$ cat src/rtl/wt_fetch_seq.sv
// wt_fetch_seq: read-side sequencer for a dual-port, synchronous-read weight ROM.
// A start command walks `len` words from `base_addr`, two words per issue
// (port A takes the even offset, port B the odd offset). Addresses wrap modulo DEPTH.
// The resulting word pairs stream out over a valid/ready interface.
// Returning ROM data lands in a registered output stage backed by a 2-entry skid
// FIFO. Issue credits cover every read still in flight, so data is never dropped.
// Optional feature macro: WT_FETCH_CHECK_EN. It adds command range checking and
// the cmd_err port.
module wt_fetch_seq #(
  parameter int ADDR_WIDTH = 7,
  parameter int DATA_WIDTH = 144,
  parameter int DEPTH      = 76
) (
  input  logic                  clk,
  input  logic                  rst,
  input  logic                  start,
  input  logic [ADDR_WIDTH-1:0] base_addr,
  input  logic [ADDR_WIDTH:0]   len,
  output logic                  busy,
  output logic                  done,
  output logic [ADDR_WIDTH-1:0] mem_addr_a,
  output logic [ADDR_WIDTH-1:0] mem_addr_b,
  input  logic [DATA_WIDTH-1:0] mem_q_a,
  input  logic [DATA_WIDTH-1:0] mem_q_b,
  output logic                  wt_valid,
  input  logic                  wt_ready,
  output logic [DATA_WIDTH-1:0] wt_data_a,
  output logic [DATA_WIDTH-1:0] wt_data_b,
  output logic                  wt_b_valid,
  output logic                  wt_last
`ifdef WT_FETCH_CHECK_EN
  ,
  output logic                  cmd_err
`endif
);

  localparam logic [1:0] ST_IDLE  = 2'd0;
  localparam logic [1:0] ST_FETCH = 2'd1;
  localparam logic [1:0] ST_DRAIN = 2'd2;

  localparam logic [ADDR_WIDTH:0] DEPTH_W = DEPTH[ADDR_WIDTH:0];
  localparam logic [ADDR_WIDTH:0] ONE_W   = {{ADDR_WIDTH{1'b0}}, 1'b1};
  localparam logic [ADDR_WIDTH:0] TWO_W   = {{(ADDR_WIDTH-1){1'b0}}, 2'b10};

  // Add a small increment to an in-range address, wrapping with a compare-subtract
  // so that non-power-of-two depths wrap correctly (e.g. 75 + 1 -> 0 for 76).
  function automatic logic [ADDR_WIDTH-1:0] wrap_add(input logic [ADDR_WIDTH-1:0] a,
                                                     input logic [ADDR_WIDTH:0]   inc);
    logic [ADDR_WIDTH:0] s;
    s = {1'b0, a} + inc;
    if (s >= DEPTH_W) begin
      s = s - DEPTH_W;
    end else begin
      s = s;
    end
    return s[ADDR_WIDTH-1:0];
  endfunction

  logic [1:0]            state_q, state_d;
  logic [ADDR_WIDTH-1:0] ptr_q, ptr_d;
  logic [ADDR_WIDTH:0]   rem_q, rem_d;
  logic [ADDR_WIDTH-1:0] addr_a_q, addr_b_q;

  // Read pipeline: iss = address registered, cap = ROM data present on mem_q.
  logic iss_q, iss_bv_q, iss_last_q;
  logic cap_q, cap_bv_q, cap_last_q;

  // Skid FIFO behind the output stage.
  logic [DATA_WIDTH-1:0] f_a_q [2];
  logic [DATA_WIDTH-1:0] f_b_q [2];
  logic [1:0]            f_bv_q, f_last_q;
  logic                  f_rd_q, f_wr_q;
  logic [1:0]            f_cnt_q;

  // Registered output stage.
  logic                  ov_q, obv_q, ol_q;
  logic [DATA_WIDTH-1:0] oa_q, ob_q;

  logic                  cmd_ok_s, start_acc_s, issue_s, pop_s;
  logic                  load_out_s, fifo_pop_s, bypass_s, fifo_push_s;
  logic [2:0]            total_s;
  logic [DATA_WIDTH-1:0] cap_b_s;

`ifdef WT_FETCH_CHECK_EN
  logic cmd_err_q;
  assign cmd_ok_s = (len != {(ADDR_WIDTH+1){1'b0}}) && (len <= DEPTH_W) &&
                    ({1'b0, base_addr} < DEPTH_W);
  assign cmd_err  = cmd_err_q;
`else
  assign cmd_ok_s = (len != {(ADDR_WIDTH+1){1'b0}});
`endif

  assign start_acc_s = start && (state_q == ST_IDLE) && cmd_ok_s;
  assign pop_s       = ov_q && wt_ready;

  // Held beats plus reads still in flight may never exceed the storage available
  // (output stage + two skid entries). A pop in the same cycle frees one slot.
  assign total_s = {2'b00, ov_q} + {1'b0, f_cnt_q} + {2'b00, iss_q} + {2'b00, cap_q};
  assign issue_s = (state_q == ST_FETCH) && ((total_s < 3'd3) || pop_s);

  assign load_out_s  = !ov_q || pop_s;
  assign fifo_pop_s  = load_out_s && (f_cnt_q != 2'd0);
  assign bypass_s    = load_out_s && (f_cnt_q == 2'd0) && cap_q;
  assign fifo_push_s = cap_q && !bypass_s;
  assign cap_b_s     = cap_bv_q ? mem_q_b : {DATA_WIDTH{1'b0}};

  assign busy       = (state_q != ST_IDLE);
  assign done       = (state_q == ST_DRAIN) && pop_s && ol_q;
  assign mem_addr_a = addr_a_q;
  assign mem_addr_b = addr_b_q;
  assign wt_valid   = ov_q;
  assign wt_data_a  = oa_q;
  assign wt_data_b  = ob_q;
  assign wt_b_valid = obv_q;
  assign wt_last    = ol_q;

  // Next-state logic for the run FSM, walk pointer and remaining word count.
  always_comb begin
    state_d = state_q;
    ptr_d   = ptr_q;
    rem_d   = rem_q;
    case (state_q)
      ST_IDLE: begin
        if (start_acc_s) begin
          state_d = ST_FETCH;
          ptr_d   = base_addr;
          rem_d   = len;
        end else begin
          state_d = ST_IDLE;
        end
      end
      ST_FETCH: begin
        if (issue_s) begin
          ptr_d = wrap_add(ptr_q, TWO_W);
          if (rem_q > TWO_W) begin
            rem_d   = rem_q - TWO_W;
            state_d = ST_FETCH;
          end else begin
            rem_d   = {(ADDR_WIDTH+1){1'b0}};
            state_d = ST_DRAIN;
          end
        end else begin
          state_d = ST_FETCH;
        end
      end
      ST_DRAIN: begin
        if (pop_s && ol_q) begin
          state_d = ST_IDLE;
        end else begin
          state_d = ST_DRAIN;
        end
      end
      default: begin
        state_d = ST_IDLE;
      end
    endcase
  end

  // Run FSM, pointer and remaining-count registers.
  always_ff @(posedge clk or posedge rst) begin
    if (rst) begin
      state_q <= ST_IDLE;
      ptr_q   <= {ADDR_WIDTH{1'b0}};
      rem_q   <= {(ADDR_WIDTH+1){1'b0}};
    end else begin
      state_q <= state_d;
      ptr_q   <= ptr_d;
      rem_q   <= rem_d;
    end
  end

  // ROM address registers plus the tag pipeline that tracks reads in flight.
  always_ff @(posedge clk or posedge rst) begin
    if (rst) begin
      addr_a_q   <= {ADDR_WIDTH{1'b0}};
      addr_b_q   <= {ADDR_WIDTH{1'b0}};
      iss_q      <= 1'b0;
      iss_bv_q   <= 1'b0;
      iss_last_q <= 1'b0;
      cap_q      <= 1'b0;
      cap_bv_q   <= 1'b0;
      cap_last_q <= 1'b0;
    end else begin
      if (issue_s) begin
        addr_a_q   <= ptr_q;
        addr_b_q   <= wrap_add(ptr_q, ONE_W);
        iss_bv_q   <= (rem_q >= TWO_W);
        iss_last_q <= (rem_q <= TWO_W);
      end
      iss_q      <= issue_s;
      cap_q      <= iss_q;
      cap_bv_q   <= iss_bv_q;
      cap_last_q <= iss_last_q;
    end
  end

  // Skid FIFO: absorbs returning ROM data when the output stage cannot take it.
  always_ff @(posedge clk or posedge rst) begin
    if (rst) begin
      for (int i = 0; i < 2; i++) begin
        f_a_q[i] <= {DATA_WIDTH{1'b0}};
        f_b_q[i] <= {DATA_WIDTH{1'b0}};
      end
      f_bv_q   <= 2'b00;
      f_last_q <= 2'b00;
      f_rd_q   <= 1'b0;
      f_wr_q   <= 1'b0;
      f_cnt_q  <= 2'd0;
    end else begin
      if (fifo_push_s) begin
        f_a_q[f_wr_q]    <= mem_q_a;
        f_b_q[f_wr_q]    <= cap_b_s;
        f_bv_q[f_wr_q]   <= cap_bv_q;
        f_last_q[f_wr_q] <= cap_last_q;
        f_wr_q           <= ~f_wr_q;
      end
      if (fifo_pop_s) begin
        f_rd_q <= ~f_rd_q;
      end
      case ({fifo_push_s, fifo_pop_s})
        2'b10:   f_cnt_q <= f_cnt_q + 2'd1;
        2'b01:   f_cnt_q <= f_cnt_q - 2'd1;
        default: f_cnt_q <= f_cnt_q;
      endcase
    end
  end

  // Output stage: refilled from the FIFO head first, else straight from the ROM.
  always_ff @(posedge clk or posedge rst) begin
    if (rst) begin
      ov_q  <= 1'b0;
      oa_q  <= {DATA_WIDTH{1'b0}};
      ob_q  <= {DATA_WIDTH{1'b0}};
      obv_q <= 1'b0;
      ol_q  <= 1'b0;
    end else if (load_out_s) begin
      if (fifo_pop_s) begin
        ov_q  <= 1'b1;
        oa_q  <= f_a_q[f_rd_q];
        ob_q  <= f_b_q[f_rd_q];
        obv_q <= f_bv_q[f_rd_q];
        ol_q  <= f_last_q[f_rd_q];
      end else if (bypass_s) begin
        ov_q  <= 1'b1;
        oa_q  <= mem_q_a;
        ob_q  <= cap_b_s;
        obv_q <= cap_bv_q;
        ol_q  <= cap_last_q;
      end else begin
        ov_q  <= 1'b0;
        oa_q  <= {DATA_WIDTH{1'b0}};
        ob_q  <= {DATA_WIDTH{1'b0}};
        obv_q <= 1'b0;
        ol_q  <= 1'b0;
      end
    end
  end

`ifdef WT_FETCH_CHECK_EN
  // One-cycle error pulse for every out-of-range start seen while idle.
  always_ff @(posedge clk or posedge rst) begin
    if (rst) begin
      cmd_err_q <= 1'b0;
    end else begin
      cmd_err_q <= start && (state_q == ST_IDLE) && !cmd_ok_s;
    end
  end
`endif

endmodule

$ cat config.mk
export PLATFORM = sky130hd
export DESIGN_NAME = wt_fetch_seq
export DESIGN_NICKNAME = d
export VERILOG_FILES = /design/src/rtl/wt_fetch_seq.sv
export SDC_FILE = /design/constraint.sdc
export NUM_CORES = 2
export LEC_CHECK = 0
export ABC_AREA = 1
export CAP_MARGIN = 20
export CORE_MARGIN = 1.5
export CORE_UTILIZATION = 45
export DETAILED_ROUTE_END_ITERATION = 8
export PLACE_DENSITY = 0.8
export SLEW_MARGIN = 20
export SYNTH_ARGS = -nofsm -noshare
export SYNTH_HDL_FRONTEND = slang
export SYNTH_SLANG_ARGS = --single-unit
$ cat constraint.sdc
create_clock -name clk -period 46.4 [get_ports clk]
set_input_delay 11.6 -clock clk [delete_from_list [all_inputs] [get_ports clk]]
set_output_delay 11.6 -clock clk [all_outputs]
set_load 0.005 [all_outputs]
==> Word level (Yosys, flattened, before mapping) <==
Index checks and enable logic that the tools add are counted.
{ "totals": {"register_bits": 912, "in_bits": 307, "word_cells": 126} }
{ "classes": {"n_addsub": 10, "magnitude_cmp": 12, "n_eq_ne": 6, "n_mux": 44, "n_bitwise": 4, "reduce_logical": 25} }
{ "ops": {"columns": ["op", "count"], "rows": [
  ["$mux 144", 12],
  ["$bwmux 288", 2],
  ["$demux 144 s1", 1],
  ["$mux 7", 4],
  ["$mux 8", 3],
  ["$ge 8x7->1 const B", 2],
  ["$pmux 8 s2", 1],
  ["$pmux 7 s2", 1],
  ["$sub 7x7->7 const B", 2],
  ["$logic_and 1x1->1", 13],
  ["$mux 1", 12],
  ["$add 7x1->8 const B", 1],
  ["$add 7x2->8 const B", 1],
  ["$ge 8x2->1 const B", 1],
  ["$gt 8x2->1 const B", 1],
  ["$le 8x2->1 const B", 1],
  ["$reduce_bool 2->1", 4],
  ["$reduce_bool 8->1", 1],
  ["$sub 8x2->8 const B", 1],
  ["$add 3x1->3", 2],
  ["$mux 2", 3],
  ["$pmux 2 s3", 1],
  ["$bwmux 2", 2],
  ["$eq 2x1->1 const B", 2],
  ["18 further kinds", 27]
]} }

==> Depth between registers and ports, before layout <==
{ "logic_depth": {"word_depth": 8, "mapped_depth": 15} }

==> Worst setup path before layout <==
Ideal clock, no wire load.
{ "synth_path": {"kind": "input port to output port", "start": "in wt_ready", "end": "out done", "arrival_ps": 11840, "required_ps": 34800, "setup_slack_ps": 22960, "path_stages": 2, "path_buffers": 0, "cell_sequence": "nand3_1 > nor3_1"} }
{ "synth_between": {"elab_chain_len": 3} }
{ "synth_rtl": {"columns": ["element", "line", "source"], "rows": [
  ["start, declared", "26", "input logic wt_ready,"],
  ["$logic_and 1x1->1", "94", "assign pop_s = ov_q && wt_ready;"],
  ["$logic_and 1x1->1 (2 in a row)", "108", "assign done = (state_q == ST_DRAIN) && pop_s && ol_q;"],
  ["end, declared", "20", "output logic done,"]
]} }
Every way passes these cells.

==> Worst setup path after layout <==
Same ends and word-level chain as after synthesis.

==> results.md <==
* Status: finished, final reports clean
* Core area at 87160 µm²
* Routed WL at 113.6 mm
* CP Data Required Time at 34.80 ns
* Register area share after synthesis at 57.43%
* Port bufs at 613
* Netlist cell types at 34
* Setup crit end kind: output port
* Cell Pwr Density at approximately 70 nW/µm²
* Largest net degree at the start of global routing at around 250
* Die Area at 90090 µm²
* Clk sinks at 912
* Top_reg_cell synth: dfrtp_1
* Final setup violation count at 0
* Num CTS Buffers at 95
* Hold Slack at 0.3958 ns
* Ys async rst share at 100.0%
* Critical Path Start Type: input port
* Tot GR Track Use at 24.96%
* Cts hold-fix bufs at 0
* Max_cap viols at 0
* Max VDD drop at approximately 0.000051 V
* Wire per inst at 17.45 µm
* Type of the tightest min-delay check: reg2reg
* Clock Skew at 0.02656 ns
* Area delta synth->final at 24.69%
* R2R Setup Slk at 41.78 ns
* Syn_area_per_cell at 8.201 µm²
* Cell count after synthesis at between 4000 and 5000
* Pleak at 23.76 nW
* DR iter-0 viols at 3029
* CTS tree: yes
* M2 GR Usage at slightly below 40%
* Hold Fails Final Rpt at 0
* First-pass GRT wire length at 181.4 mm
* RD Place Congestion at about 0.85
* RR Endpoint: f_b_q[50]$_DFFE_PP0P_
* Final core occ at 56.85%
* Final Cycle Share at ~53%
* Worst-skew pair later-pin latency at around 0.64 ns
* Met3 Resource Use GR at 5.521%
* Initial antenna violation count at 24
* Max-slew violation count at 0
* CP Class: in2out
* Slew headroom at a little over a fifth
* Clock root buffer: clkbuf_16
* Avg Vias per Cell at ~5.3
* Buffer depth of the longest clock path at 3
* Clock transition at the registers of the reported paths at 0.06 ns
* H-tree depth at 3
* Initial core utilization at 45.59%
* First-pass DRT Iterations at 7
* RSZ-0062 raised after global routing: false
* Worst EP arrival at 13.15 ns
* Synthesis-stage register bit count at 912
* Total power at approximately 3.5 mW
* HPWL after detailed placement at 67.70 mm
* Yosys warns at 0
* Worst-margin pin slew at 1.187 ns
* Critical path fanouts, max at 3
* I/O Pins at 614
* Critical Path Start: wt_ready
* Post-route insts no fill at between 6000 and 7000
* Post-CTS Setup Inserts at 0
* Post-synth EDFFs at 0
* Grt ovf at 0
* Met1 Track Usage GR at 32.75%
* Routed via count at between 30000 and 40000
* R2R Path Start: wt_valid$_DFFE_PP0P_
* Placed cell count at 6320
* Remaining DRCs at 0
* Worst r2r path cells at 7
* Layout cell share with drive strength beyond 1 at 3.599%
* Post-CTS sizing at 0
* Final Critical Period at 24.75 ns
* Netlist Area Pre-Place at a little under 40000 µm²
* Post-route setup TNS at 0 ns
* Fmax at 0.04040 GHz
* Worst setup path endpoint: done
* Cell row count at ~110
* Nets at 5580
* Die Span Y at 300.2 µm
* Final-layout fill cell count at 7476
* Busiest layer in global routing: met2
* Vias in the first global route at 33097
* Final ANT Viol Nets at 0
* Die Width at 300.2 µm
* Syn_nets at 5162
==> worst min path at each step <==
stage	slack [ns]	cells past startpoint	startpoint	to
2_1_floorplan	0.35	0	iss_bv_q$_DFFE_PP0N_	cap_bv_q$_DFF_PP0_
3_3_place_gp	0.36	0	iss_bv_q$_DFFE_PP0N_	cap_bv_q$_DFF_PP0_
3_5_place_dp	0.38	0	iss_bv_q$_DFFE_PP0N_	cap_bv_q$_DFF_PP0_
4_1_cts	0.39	0	iss_bv_q$_DFFE_PP0N_	cap_bv_q$_DFF_PP0_
5_1_grt	0.40	0	iss_bv_q$_DFFE_PP0N_	cap_bv_q$_DFF_PP0_
6_report	0.40	0	iss_bv_q$_DFFE_PP0N_	cap_bv_q$_DFF_PP0_
==> kinds of logic after synthesis <==
kind of cell | after synthesis | share of synthesized area, %
buffers and inverters | 524 | 5.375
adder cells (fa/ha/maj) | 10 | 0.3527
AO/OA/AOI/OAI | 777 | 11.23
XOR/XNOR | 10 | 0.2204
AND/OR/NAND/NOR | 2608 | 25.28
multiplexers | 4 | 0.1008
flip-flops | 912 | 57.43
==> per-layer routing <==
metal / wire, µm / part of all wire [%]
met5: 131 / 0.12
met4: 5134 / 4.5
met3: 9147 / 8.1
met2: 53170 / 47
met1: 45990 / 40
==> cells in the mapped netlist (2+ instances only) <==
master	count	area, µm²
nand4_1	3	18.77
xnor2_1	4	35.03
inv_2	3	11.26
fa_1	2	40.04
buf_6	4	45.04
buf_1	11	41.29
buf_2	57	285.3
a31oi_1	2	12.51
nand3_1	171	855.8
dfrtp_1	912	22820
o21ai_1	191	955.9
o21a_1	3	22.52
inv_1	192	720.7
nand2_1	2404	9024
mux2i_1	4	40.04
buf_4	18	135.1
o22ai_1	3	18.77
o311ai_0	148	1296
clkbuf_1	238	893.4
nor2_1	23	86.33
ha_1	8	100.1
a21oi_1	7	35.03
xor2_1	6	52.55
o21ai_0	421	2107
==> per-stage QoR <==
stage	worst slack [ns]	instance area, µm²
after floorplan	9.159	39740
after global placement	21.65	46300
after detailed placement	21.66	46300
after CTS	21.64	49470
after global routing	21.55	49540
final	21.65	49550
==> power by group <==
part | switching [mW] | internal [mW] | total (mW)
Combinational | 0.837 | 0.521 | 1.36
Sequential | 0.218 | 1.14 | 1.36
Clock | 0.318 | 0.455 | 0.774
==> critical path, cell delays in order <==
cell,delay [ns]
clkdlybuf4s50_1,0.61
nand3_1,0.14
nor3_1,0.24
clkdlybuf4s50_1,0.56
==> layout make-up <==
cell class / count / area [µm²] / area share [%]
well taps: 1155 / 1445 / 2.917
multi-input cells: 3409 / 14810 / 29.88
clock buffers: 147 / 2845 / 5.742
inverters: 196 / 755.7 / 1.525
repair buffers: 649 / 6492 / 13.10
flip-flops and latches: 912 / 22830 / 46.08
diodes: 18 / 45.04 / 0.09091
clock inverters: 22 / 329.1 / 0.6641
==> sequential cells by signal, summed over array words and instances, names as in the netlist, 2 cells and up <==
register    flops
wt_data_a     144
mem_addr_b      7
f_cnt_q         2
mem_addr_a      7
state_q         2
f_b_q         288
ptr_q           7
rem_q           8
f_bv_q          2
f_last_q        2
f_a_q         288
wt_data_b     144
==> cells in the final DEF, fill, tap and decap left out, types with 2 or more instances in the layout <==
cell / count
o22ai_1: 3
nor2_1: 22
buf_4: 29
inv_16: 2
inv_1: 190
a21oi_1: 7
xor2_1: 6
clkbuf_1: 27
mux2i_1: 4
nor2_4: 3
o311ai_0: 148
dfrtp_4: 2
ha_1: 8
nand4_1: 3
dfrtp_1: 910
nand3_1: 170
o21ai_0: 421
a31oi_1: 2
inv_8: 2
bufinv_16: 6
clkinv_2: 11
clkbuf_8: 23
clkbuf_16: 97
xnor2_1: 4
nand2_1: 2404
o21a_1: 3
inv_4: 2
o21ai_1: 191
diode_2: 18
buf_12: 5
clkdlybuf4s50_1: 613
fa_1: 2
(Power assumes the default switching activity.)
